==> src/rtl/muldiv_pkg.sv <==
// Shared definitions for the iterative RV32M multiply/divide unit: operand width,
// funct3 encodings, FSM state encoding and small operand-class helpers.
package muldiv_pkg;

    localparam int XLEN  = 32;
    localparam int ITERS = 32;

    localparam logic [2:0] OP_MUL    = 3'b000;
    localparam logic [2:0] OP_MULH   = 3'b001;
    localparam logic [2:0] OP_MULHSU = 3'b010;
    localparam logic [2:0] OP_MULHU  = 3'b011;
    localparam logic [2:0] OP_DIV    = 3'b100;
    localparam logic [2:0] OP_DIVU   = 3'b101;
    localparam logic [2:0] OP_REM    = 3'b110;
    localparam logic [2:0] OP_REMU   = 3'b111;

    typedef enum logic [1:0] {
        ST_IDLE = 2'd0,
        ST_BUSY = 2'd1,
        ST_DONE = 2'd2
    } state_e;

    function automatic logic is_div(input logic [2:0] op);
        return op[2];
    endfunction

    // rs1 is treated as signed for MULH, MULHSU, DIV and REM.
    function automatic logic a_signed(input logic [2:0] op);
        return (op == OP_MULH) || (op == OP_MULHSU) || (op == OP_DIV) || (op == OP_REM);
    endfunction

    function automatic logic b_signed(input logic [2:0] op);
        return (op == OP_MULH) || (op == OP_DIV) || (op == OP_REM);
    endfunction

endpackage

==> src/rtl/muldiv_step.sv <==
// One iteration of the shared datapath: a W-bit adder that adds for shift-add
// multiply and performs a trial subtract (carry = no borrow) for restoring divide.
module muldiv_step
    import muldiv_pkg::*;
#(
    parameter int W = XLEN + 1
) (
    input  logic         sub_i,
    input  logic [W-1:0] a_i,
    input  logic [W-1:0] b_i,
    output logic [W-1:0] res_o,
    output logic         carry_o
);

    always_comb begin
        {carry_o, res_o} = {1'b0, a_i} + {1'b0, (sub_i ? ~b_i : b_i)} + {{W{1'b0}}, sub_i};
    end

endmodule

==> src/rtl/muldiv_unit.sv <==
// Iterative RV32M multiply/divide unit: 32 radix-2 iterations on operand
// magnitudes, with sign correction and divide special cases applied at completion.
module muldiv_unit #(
    parameter int XLEN = 32
) (
    input  logic            clk,
    input  logic            rst,
    input  logic            start_i,
    input  logic [2:0]      op_i,
    input  logic [XLEN-1:0] a_i,
    input  logic [XLEN-1:0] b_i,
    input  logic            kill_i,
    output logic [XLEN-1:0] result_o,
    output logic            busy_o,
    output logic            done_o
);

    import muldiv_pkg::*;

    localparam logic [XLEN-1:0] INT_MIN = {1'b1, {(XLEN-1){1'b0}}};

    state_e          state_q, state_d;
    logic [5:0]      cnt_q, cnt_d;
    logic [2:0]      op_q, op_d;
    logic [XLEN-1:0] hi_q, hi_d;
    logic [XLEN-1:0] lo_q, lo_d;
    logic [XLEN-1:0] opnd_q, opnd_d;
    logic [XLEN-1:0] a_q, a_d;
    logic [XLEN-1:0] result_q, result_d;
    logic            neg_q, neg_d;
    logic            neg_rem_q, neg_rem_d;
    logic            dz_q, dz_d;
    logic            ovf_q, ovf_d;

    logic accept;
    logic last_iter;

    assign accept    = (state_q == ST_IDLE) && start_i && !kill_i;
    assign last_iter = (cnt_q == 6'(ITERS - 1));

    // Operand magnitudes and sign flags, evaluated on the live inputs at accept.
    logic            a_neg, b_neg;
    logic [XLEN-1:0] a_mag, b_mag;

    always_comb begin
        a_neg = a_signed(op_i) && a_i[XLEN-1];
        b_neg = b_signed(op_i) && b_i[XLEN-1];
        a_mag = a_neg ? -a_i : a_i;
        b_mag = b_neg ? -b_i : b_i;
    end

    // hi_q holds the running partial product / remainder, lo_q the multiplier / quotient.
    logic            div_mode;
    logic [XLEN:0]   step_a, step_b, step_res;
    logic            step_carry;
    logic [XLEN-1:0] hi_n, lo_n;

    always_comb begin
        div_mode = is_div(op_q);
        if (div_mode) begin
            step_a = {hi_q, lo_q[XLEN-1]};
            step_b = {1'b0, opnd_q};
        end else begin
            step_a = {1'b0, hi_q};
            step_b = lo_q[0] ? {1'b0, opnd_q} : '0;
        end
    end

    muldiv_step #(
        .W (XLEN + 1)
    ) u_step (
        .sub_i   (div_mode),
        .a_i     (step_a),
        .b_i     (step_b),
        .res_o   (step_res),
        .carry_o (step_carry)
    );

    always_comb begin
        if (div_mode) begin
            hi_n = step_carry ? step_res[XLEN-1:0] : step_a[XLEN-1:0];
            lo_n = {lo_q[XLEN-2:0], step_carry};
        end else begin
            hi_n = step_res[XLEN:1];
            lo_n = {step_res[0], lo_q[XLEN-1:1]};
        end
    end

    // Final result is formed from the post-iteration values so it lands on the BUSY->DONE edge.
    logic [2*XLEN-1:0] prod, prod_s;
    logic [XLEN-1:0]   quo_s, rem_s, final_res;

    always_comb begin
        prod   = {hi_n, lo_n};
        prod_s = neg_q ? -prod : prod;
        quo_s  = neg_q ? -lo_n : lo_n;
        rem_s  = neg_rem_q ? -hi_n : hi_n;
        case (op_q)
            OP_MUL:                       final_res = prod_s[XLEN-1:0];
            OP_MULH, OP_MULHSU, OP_MULHU: final_res = prod_s[2*XLEN-1:XLEN];
            OP_DIV, OP_DIVU:              final_res = dz_q ? '1 : (ovf_q ? INT_MIN : quo_s);
            default:                      final_res = dz_q ? a_q : (ovf_q ? '0 : rem_s);
        endcase
    end

    always_comb begin
        // NOTE: every target takes its held value first, so no branch can infer a latch.
        cnt_d     = cnt_q;
        op_d      = op_q;
        hi_d      = hi_q;
        lo_d      = lo_q;
        opnd_d    = opnd_q;
        a_d       = a_q;
        neg_d     = neg_q;
        neg_rem_d = neg_rem_q;
        dz_d      = dz_q;
        ovf_d     = ovf_q;
        result_d  = result_q;
        if (accept) begin
            cnt_d     = '0;
            op_d      = op_i;
            hi_d      = '0;
            lo_d      = is_div(op_i) ? a_mag : b_mag;
            opnd_d    = is_div(op_i) ? b_mag : a_mag;
            a_d       = a_i;
            neg_d     = a_neg ^ b_neg;
            neg_rem_d = a_neg;
            dz_d      = (b_i == '0);
            ovf_d     = is_div(op_i) && a_signed(op_i) && (a_i == INT_MIN) && (b_i == '1);
        end else if (state_q == ST_BUSY) begin
            cnt_d = cnt_q + 6'd1;
            hi_d  = hi_n;
            lo_d  = lo_n;
            if (last_iter && !kill_i) begin
                result_d = final_res;
            end
        end
    end

    // NOTE: sequential state uses non-blocking assignments so every register samples pre-edge values.
    always_ff @(posedge clk) begin
        if (rst) begin
            cnt_q     <= '0;
            op_q      <= '0;
            hi_q      <= '0;
            lo_q      <= '0;
            opnd_q    <= '0;
            a_q       <= '0;
            neg_q     <= 1'b0;
            neg_rem_q <= 1'b0;
            dz_q      <= 1'b0;
            ovf_q     <= 1'b0;
            result_q  <= '0;
        end else begin
            cnt_q     <= cnt_d;
            op_q      <= op_d;
            hi_q      <= hi_d;
            lo_q      <= lo_d;
            opnd_q    <= opnd_d;
            a_q       <= a_d;
            neg_q     <= neg_d;
            neg_rem_q <= neg_rem_d;
            dz_q      <= dz_d;
            ovf_q     <= ovf_d;
            result_q  <= result_d;
        end
    end

    always_ff @(posedge clk) begin
        if (rst) begin
            state_q <= ST_IDLE;
        end else begin
            state_q <= state_d;
        end
    end

    always_comb begin
        state_d = state_q;
        case (state_q)
            ST_IDLE: if (start_i && !kill_i) state_d = ST_BUSY;
            ST_BUSY: begin
                if (kill_i) begin
                    state_d = ST_IDLE;
                end else if (last_iter) begin
                    state_d = ST_DONE;
                end
            end
            ST_DONE: state_d = ST_IDLE;
            default: state_d = ST_IDLE;
        endcase
    end

    // A kill arriving during DONE suppresses the pulse for that cycle.
    always_comb begin
        busy_o = (state_q == ST_BUSY) || (state_q == ST_DONE);
        done_o = (state_q == ST_DONE) && !kill_i;
    end

    assign result_o = result_q;

endmodule

==> config.mk <==
export PLATFORM = sky130hd
export DESIGN_NAME = muldiv_unit
export DESIGN_NICKNAME = d
export VERILOG_FILES = /design/src/rtl/muldiv_pkg.sv /design/src/rtl/muldiv_step.sv /design/src/rtl/muldiv_unit.sv
export SDC_FILE = /design/constraint.sdc
export NUM_CORES = 1
export LEC_CHECK = 0
export ABC_AREA = 1
export BUFFER_PORTS_ARGS = -buffer_cell sky130_fd_sc_hd__buf_2
export CAP_MARGIN = 40
export CORE_MARGIN = 2
export CORE_UTILIZATION = 45
export DETAILED_ROUTE_END_ITERATION = 16
export HOLD_SLACK_MARGIN = 0.02
export PLACE_DENSITY = 0.64
export SLEW_MARGIN = 20
export SYNTH_ARGS = -nofsm -noshare
export SYNTH_HDL_FRONTEND = slang
export SYNTH_SLANG_ARGS = --single-unit
==> constraint.sdc <==
create_clock -name clk -period 11.6 [get_ports clk]
set_input_delay 1.16 -clock clk [delete_from_list [all_inputs] [get_ports clk]]
set_output_delay 1.16 -clock clk [all_outputs]
set_load 0.02 [all_outputs]
==> flow_summary.yaml, run 1 <==
status:
  run_status: "complete, no violations"
global_routing:
  grt_max_degree: 90
  grt-ovfl-total: 0
  antenna_found_initial: 0
  grtUsageTotal_pct: 37.3
  first_global_vias: 18200
  grt_first_pass_wirelength_um: 109000
setup_path:
  r2r_start: "op_q[2]"
  r2r_end: "result_o[14]"
  critical_path_class: "reg -> reg"
  worst_setup_path_start_kind: "flop"
  cp-end-kind: "flop"
  slowest_delay_ns: 0.72
  worst-r2r-cell-count: 31
  reg2reg_setup_slack_ns: 4.76
  worstSetupPathDepth: 31
  cpMaxStageDelayCell: "sky130_fd_sc_hd__buf_4"
  worst_path_dominant_cell_family: "simple AND/OR/NAND/NOR gates"
  cp.arrival_ns: 7.20
  cp_common_cell: "sky130_fd_sc_hd__nand2_1"
  timing.critical_path.fanout_max: 81
  cp.required_ns: 11.96
  worst-path-buf-inv: 4
floorplan:
  die_h_um: 197
  floorplan.core_area_um2: 36600
  die-area_um2: 38800
  placement_rows: 70
  initial_core_util_pct: 45.7
  pin_count: 105
  chipWidth_um: 197
sta:
  slew_headroom_pct: 41.3
  holdWs_ns: 0.462
  setup_viol: 0
  post-route-period-util_pct: 58.9
  final.min_clock_period_ns: 6.84
  finalSetupTns_ns: 0
  finClkSkew_ns: 0.0128
  tightestPinTransition_ns: 0.871
  unrepaired_setup_endpoints_after_global_routing: "false"
  timing.fmax_ghz: 0.146
  final-hold-violation-count: 0
  drv_slew: 0
drt:
  first_pass_drt_iterations: 6
  detail_route.iter0.violations: 2040
  detail_route.wl_per_cell_um: 20.9
  drcViolationCount: 0
  vias: 19800
  routed_wirelength_um: 72400
  detail_route.vias_per_cell: 5.72
  drtAntennaViolNets: 0
synth:
  cell_area_synth_um2: 16700
  synth-main-ff-cell: "sky130_fd_sc_hd__dfxtp_1"
  synth-warning-count: 0
  synth_top_cells_by_count: "sky130_fd_sc_hd__nand2_1 (820), sky130_fd_sc_hd__inv_1 (423), sky130_fd_sc_hd__nand3_1 (279), sky130_fd_sc_hd__nor2_1 (267), sky130_fd_sc_hd__o21ai_0 (225)"
  synth.distinct_cells: 57
  synthArstFlopShare_pct: 0
  ys_top_cells_by_area: "sky130_fd_sc_hd__dfxtp_1 (21%), sky130_fd_sc_hd__nand2_1 (18%), sky130_fd_sc_hd__inv_1 (9.5%)"
  netlist.area_leader.share_pct: 20.9
  synthesis.area_per_instance_um2: 5.67
  synth.yosys.seq_area_share_pct: 20.9
  synth.largest_area_cell: "sky130_fd_sc_hd__dfxtp_1"
  synth-edff-count: 0
  synth_cells: 2954
  synth.most_common_cell: "sky130_fd_sc_hd__nand2_1"
  synth_fp_nets: 3066
  postSynthRegisterBits: 175
cts:
  hold_buffers: 0
  cts_setup_buffers: 0
  postCtsResizedCells: 0
  cts_htree_levels: 4
  tritoncts: "done"
  numCtsBuffers: 17
  clock_latency_of_the_later_clocked_register_in_the_worst_skew_pair_ns: 0.47
  ctsRootBufferMaster: "sky130_fd_sc_hd__clkbuf_16"
  ctsLongestPathBuffers: 2
  numClockSinks: 175
  clk_transition_reported_paths_ns: 0.07
layout:
  antennaDiodeCount: 0
  multiInputGateArea_um2: 11000
  final-seq-area_um2: 3510
  n_fill_cell: 4012
  area_growth_syn_to_layout_pct: 8.73
  layout-drive-gt1-share_pct: 9.01
  design.final.nets: 3096
placed_design:
  i_o_buffers: 104
  dpl.hpwl_um: 57700
  gp_congestion: 1.02
min_path:
  cell_depth_of_the_worst_min_delay_path: 2
  hold_path.startpoint: "result_o[20]"
  worstHoldEndpoint: "result_o[20]"
  worstHoldPathType: "reg -> reg"
pwr:
  powerDensity_nw_per_um2: 127
  leakage_nw: 8.99
  vdd_ir_drop_max_mv: 0.138
run:
  drv.max_cap_violation_count: 0
registers in the layout (all words and copies together) (netlist names):
name and cells:
a_q 32, cnt_q 6, dz_q 1, hi_q 32, lo_q 32, neg_q 1, neg_rem_q 1, op_q 3
opnd_q 32, ovf_q 1, result_o 32, state_q 2
cells in the final DEF (no fill, tap or decap), drive strengths merged, types with 26 or more instances in the layout:
| master | count |
|---|---|
| xor2 | 73 |
| o21ai | 248 |
| a21oi | 174 |
| nor3 | 35 |
| nand2 | 847 |
| ha | 40 |
| dfxtp | 175 |
| nand3 | 285 |
| o211ai | 30 |
| nand4 | 26 |
| inv | 435 |
| buf | 141 |
| nor2 | 294 |
kinds of logic (layout without fill, tap and decap cells):
group                    after synthesis  count (layout)  synth area share, %
AO/OA/AOI/OAI                        563             563                 19.2
XOR/XNOR                              90              90                 4.71
adder cells (fa/ha/maj)               41              41                 3.11
buffers and inverters                569             612                 13.4
flip-flops                           175             175                 20.9
AND/OR/NAND/NOR                     1516            1516                 38.7
metal layers:
layer	up-vias	wire length [um]	share of wire (%)	global-route usage, %
met4	0	3510	4.8	17.5
met5	-	0	0	0
met2	894	31800	44	58.9
met1	9146	31200	43	49.7
met3	145	5980	8.2	5.97
li1	9619	-	-	-
how the worst max path moves through the flow:
stage	slack, ns	end	from
finish	4.76	result_o[14]	op_q[2]
detailed placement	4.98	result_o[22]	op_q[2]
global route	4.09	result_o[22]	op_q[2]
global placement	5.18	result_o[26]	op_q[2]
CTS	4.96	result_o[22]	op_q[2]
floorplan	6.55	result_o[22]	op_q[2]
stage by stage:
| stage | cell area [um^2] | instances | utilization (%) | power (W) | setup WS (ns) |
|---|---|---|---|---|---|
| after floorplan | 16700 | 2954 | - | 0.00136 | 6.55 |
| after global placement | 17500 | 3423 | 47.8 | 0.00170 | 5.18 |
| after detailed placement | 17600 | 3432 | 48.1 | 0.00170 | 4.98 |
| after CTS | 18200 | 3464 | 49.7 | 0.00229 | 4.96 |
| after global routing | 18200 | 3465 | 49.7 | 0.00244 | 4.09 |
| final | 18200 | 3465 | 49.7 | 0.00232 | 4.76 |
worst register-to-register path, delay by kind of cell, from the launching register on:
family	cells	cell delay [ns]
buffers and inverters	4	1.69
xor gates and xnor gates	1	0.11
AOI/OAI and AO/OA	4	0.72
and+or+nand+nor	20	3.14
DFF	1	0.51
adders and majority gates	2	0.58
layout make-up:
type	count	area share [%]
multi-input cells	2210	60.6
flip-flops and latches	175	19.3
inverters	439	9.05
repair buffers	141	4.61
well taps	468	3.22
clock buffers	20	2.56
clock inverters	12	0.674
where the power goes:
part | internal, W | switching [W]
clock network | 0.000317 | 0.000276
registers | 0.000644 | 0.0000403
logic | 0.000289 | 0.000751
No activity file was read; power rests on OpenSTA's default activity.
==> run 2, diff against run 1 <==
Settings changed: PLACE_DENSITY 0.64 to 0.66.
Clock period 11.6 ns to 5.8 ns, I/O delays scaled along.
==> run 2 against run 1 <==
Net effect: die area did not move; setup slack got worse by 4.2 ns; via count rose by 0.71%; sequential power rose by 100%; flip-flop and latch count did not move; first-iteration DRC count rose by 18%; register-to-register slack got worse by 4.2 ns; largest power group unchanged.
==> flow_summary.yaml, run 2 (synthesis gave the netlist of run 1 again) <==
global_routing:
  grtUsageTotal_pct: 37.1
  grt_first_pass_wirelength_um: 108000
  grt-ovfl-total: 0
  first_global_vias: 18400
  antenna_found_initial: 2
  grt_max_degree: 77
sta:
  drv_slew: 0
  timing.fmax_ghz: 0.191
  final.min_clock_period_ns: 5.22
  slew_headroom_pct: 38.8
  tightestPinTransition_ns: 0.909
  holdWs_ns: 0.399
  final-hold-violation-count: 0
  finClkSkew_ns: 0.0148
  unrepaired_setup_endpoints_after_global_routing: "false"
  post-route-period-util_pct: 90.1
  setup_viol: 0
  finalSetupTns_ns: 0
drt:
  detail_route.vias_per_cell: 5.74
  met1_length_um: 30700
  detailroute.wirelength.met3_um: 5840
  routed_wirelength_um: 72500
  vias: 19900
  detail_route.iter0.violations: 2412
  detail_route.wl_per_cell_um: 20.8
  first_pass_drt_iterations: 7
  uppermost_routed_layer: "met5"
  drtAntennaViolNets: 0
  routed_wire_length_on_met2_um: 32000
  drcViolationCount: 0
cts:
  cts_htree_levels: 4
  clk_transition_reported_paths_ns: 0.08
  tritoncts: "done"
  clock_latency_of_the_later_clocked_register_in_the_worst_skew_pair_ns: 0.46
  ctsLongestPathBuffers: 2
  numClockSinks: 175
  ctsRootBufferMaster: "sky130_fd_sc_hd__clkbuf_16"
  postCtsResizedCells: 0
  hold_buffers: 0
  numCtsBuffers: 17
  cts_setup_buffers: 0
setup_path:
  cp-end-kind: "flop"
  worst_setup_path_start_kind: "flop"
  cpMaxStageDelayCell: "sky130_fd_sc_hd__dfxtp_4"
  cp.arrival_ns: 5.54
  cp_common_cell: "sky130_fd_sc_hd__nand2_1"
  timing.critical_path.fanout_max: 33
  worst-r2r-cell-count: 35
  reg2reg_setup_slack_ns: 0.58
  cp.required_ns: 6.11
  slowest_delay_ns: 0.53
  critical_path_class: "reg -> reg"
layout:
  mostFrequentLayoutCells: "sky130_fd_sc_hd__nand2_1 (820), sky130_fd_sc_hd__inv_1 (422), sky130_fd_sc_hd__nand3_1 (279)"
  n_fill_cell: 3997
  final_core_utilization_pct: 50.0
  final-seq-area_um2: 3510
  layout-drive-gt1-share_pct: 9.31
  multiInputGateArea_um2: 11000
  design.final.nets: 3108
  antennaDiodeCount: 0
  area_growth_syn_to_layout_pct: 9.31
  mostFrequentLayoutCell: "sky130_fd_sc_hd__nand2_1"
  finalInstanceArea_um2: 18300
pwr:
  powerDensity_nw_per_um2: 253
  leakage_nw: 9.04
  total_power_w: 0.00463
  vdd_ir_drop_max_mv: 0.211
run:
  drv.max_cap_violation_count: 0
placed_design:
  postPlaceCellArea_um2: 17700
  i_o_buffers: 104
  gp_congestion: 1.02
  dpl.hpwl_um: 57900
min_path:
  worstHoldPathType: "in -> reg"
  cell_depth_of_the_worst_min_delay_path: 3
floorplan:
  die-area_um2: 38800
  initial_core_util_pct: 45.7
  placement_rows: 70
  die_h_um: 197
  chipWidth_um: 197
  pin_count: 105
  floorplan.core_area_um2: 36600
status:
  run_status: "complete, no violations"
[run 2: cell count changes in the layout (fill, tap and decap cells not counted), moves of 2 or more]
cell                       previous run  this run
sky130_fd_sc_hd__buf_4               27        38
sky130_fd_sc_hd__buf_8                0         3
sky130_fd_sc_hd__clkbuf_8             3         1
sky130_fd_sc_hd__clkinv_2             3         0
sky130_fd_sc_hd__inv_6                5         2
sky130_fd_sc_hd__inv_8                0         5
[run 2: power by group]
part           internal, W  switching [W]
Combinational     0.000585        0.00149
Sequential         0.00129      0.0000883
Clock             0.000587       0.000594
[run 2: through the flow]
stage | setup WS, ns | cells
final | 0.576 | 3477
after detailed placement | 0.689 | 3443
after global placement | 0.769 | 3435
after floorplan | 0.749 | 2954
after global routing | 0.0611 | 3477
after CTS | 0.659 | 3475
[run 2: path summary, 6_finish.rpt]
| check | start | to |
|---|---|---|
| setup reg to reg | op_q[2] | result_o[22] |
| hold / removal | a_i[11] | a_q[11] |
| setup / recovery | op_q[2] | result_o[22] |
| hold reg to reg | a_q[29] | a_q[29] |
[run 2: layout make-up]
cell class              instances  share of cell area [%]
clock inverters                13                   0.766
flip-flops and latches        175                    19.2
clock buffers                  19                    2.42
multi-input cells            2210                    60.3
repair buffers                153                    5.16
inverters                     439                    9.00
well taps                     468                    3.20
[run 2: critical path: cells and delay by family, from the launching register on]
kind	cells	cell delay (ns)
buf+inv	6	0.71
compound gates	2	0.39
fa+ha+maj	2	0.57
flops	1	0.53
simple gates	25	2.87
[run 2: metal layers]
layer | up-vias | global-route usage [%]
li1 | 9652 | -
met1 | 9227 | 48.6
met2 | 904 | 59.3
met3 | 159 | 5.37
met4 | 2 | 19.0
met5 | - | 0
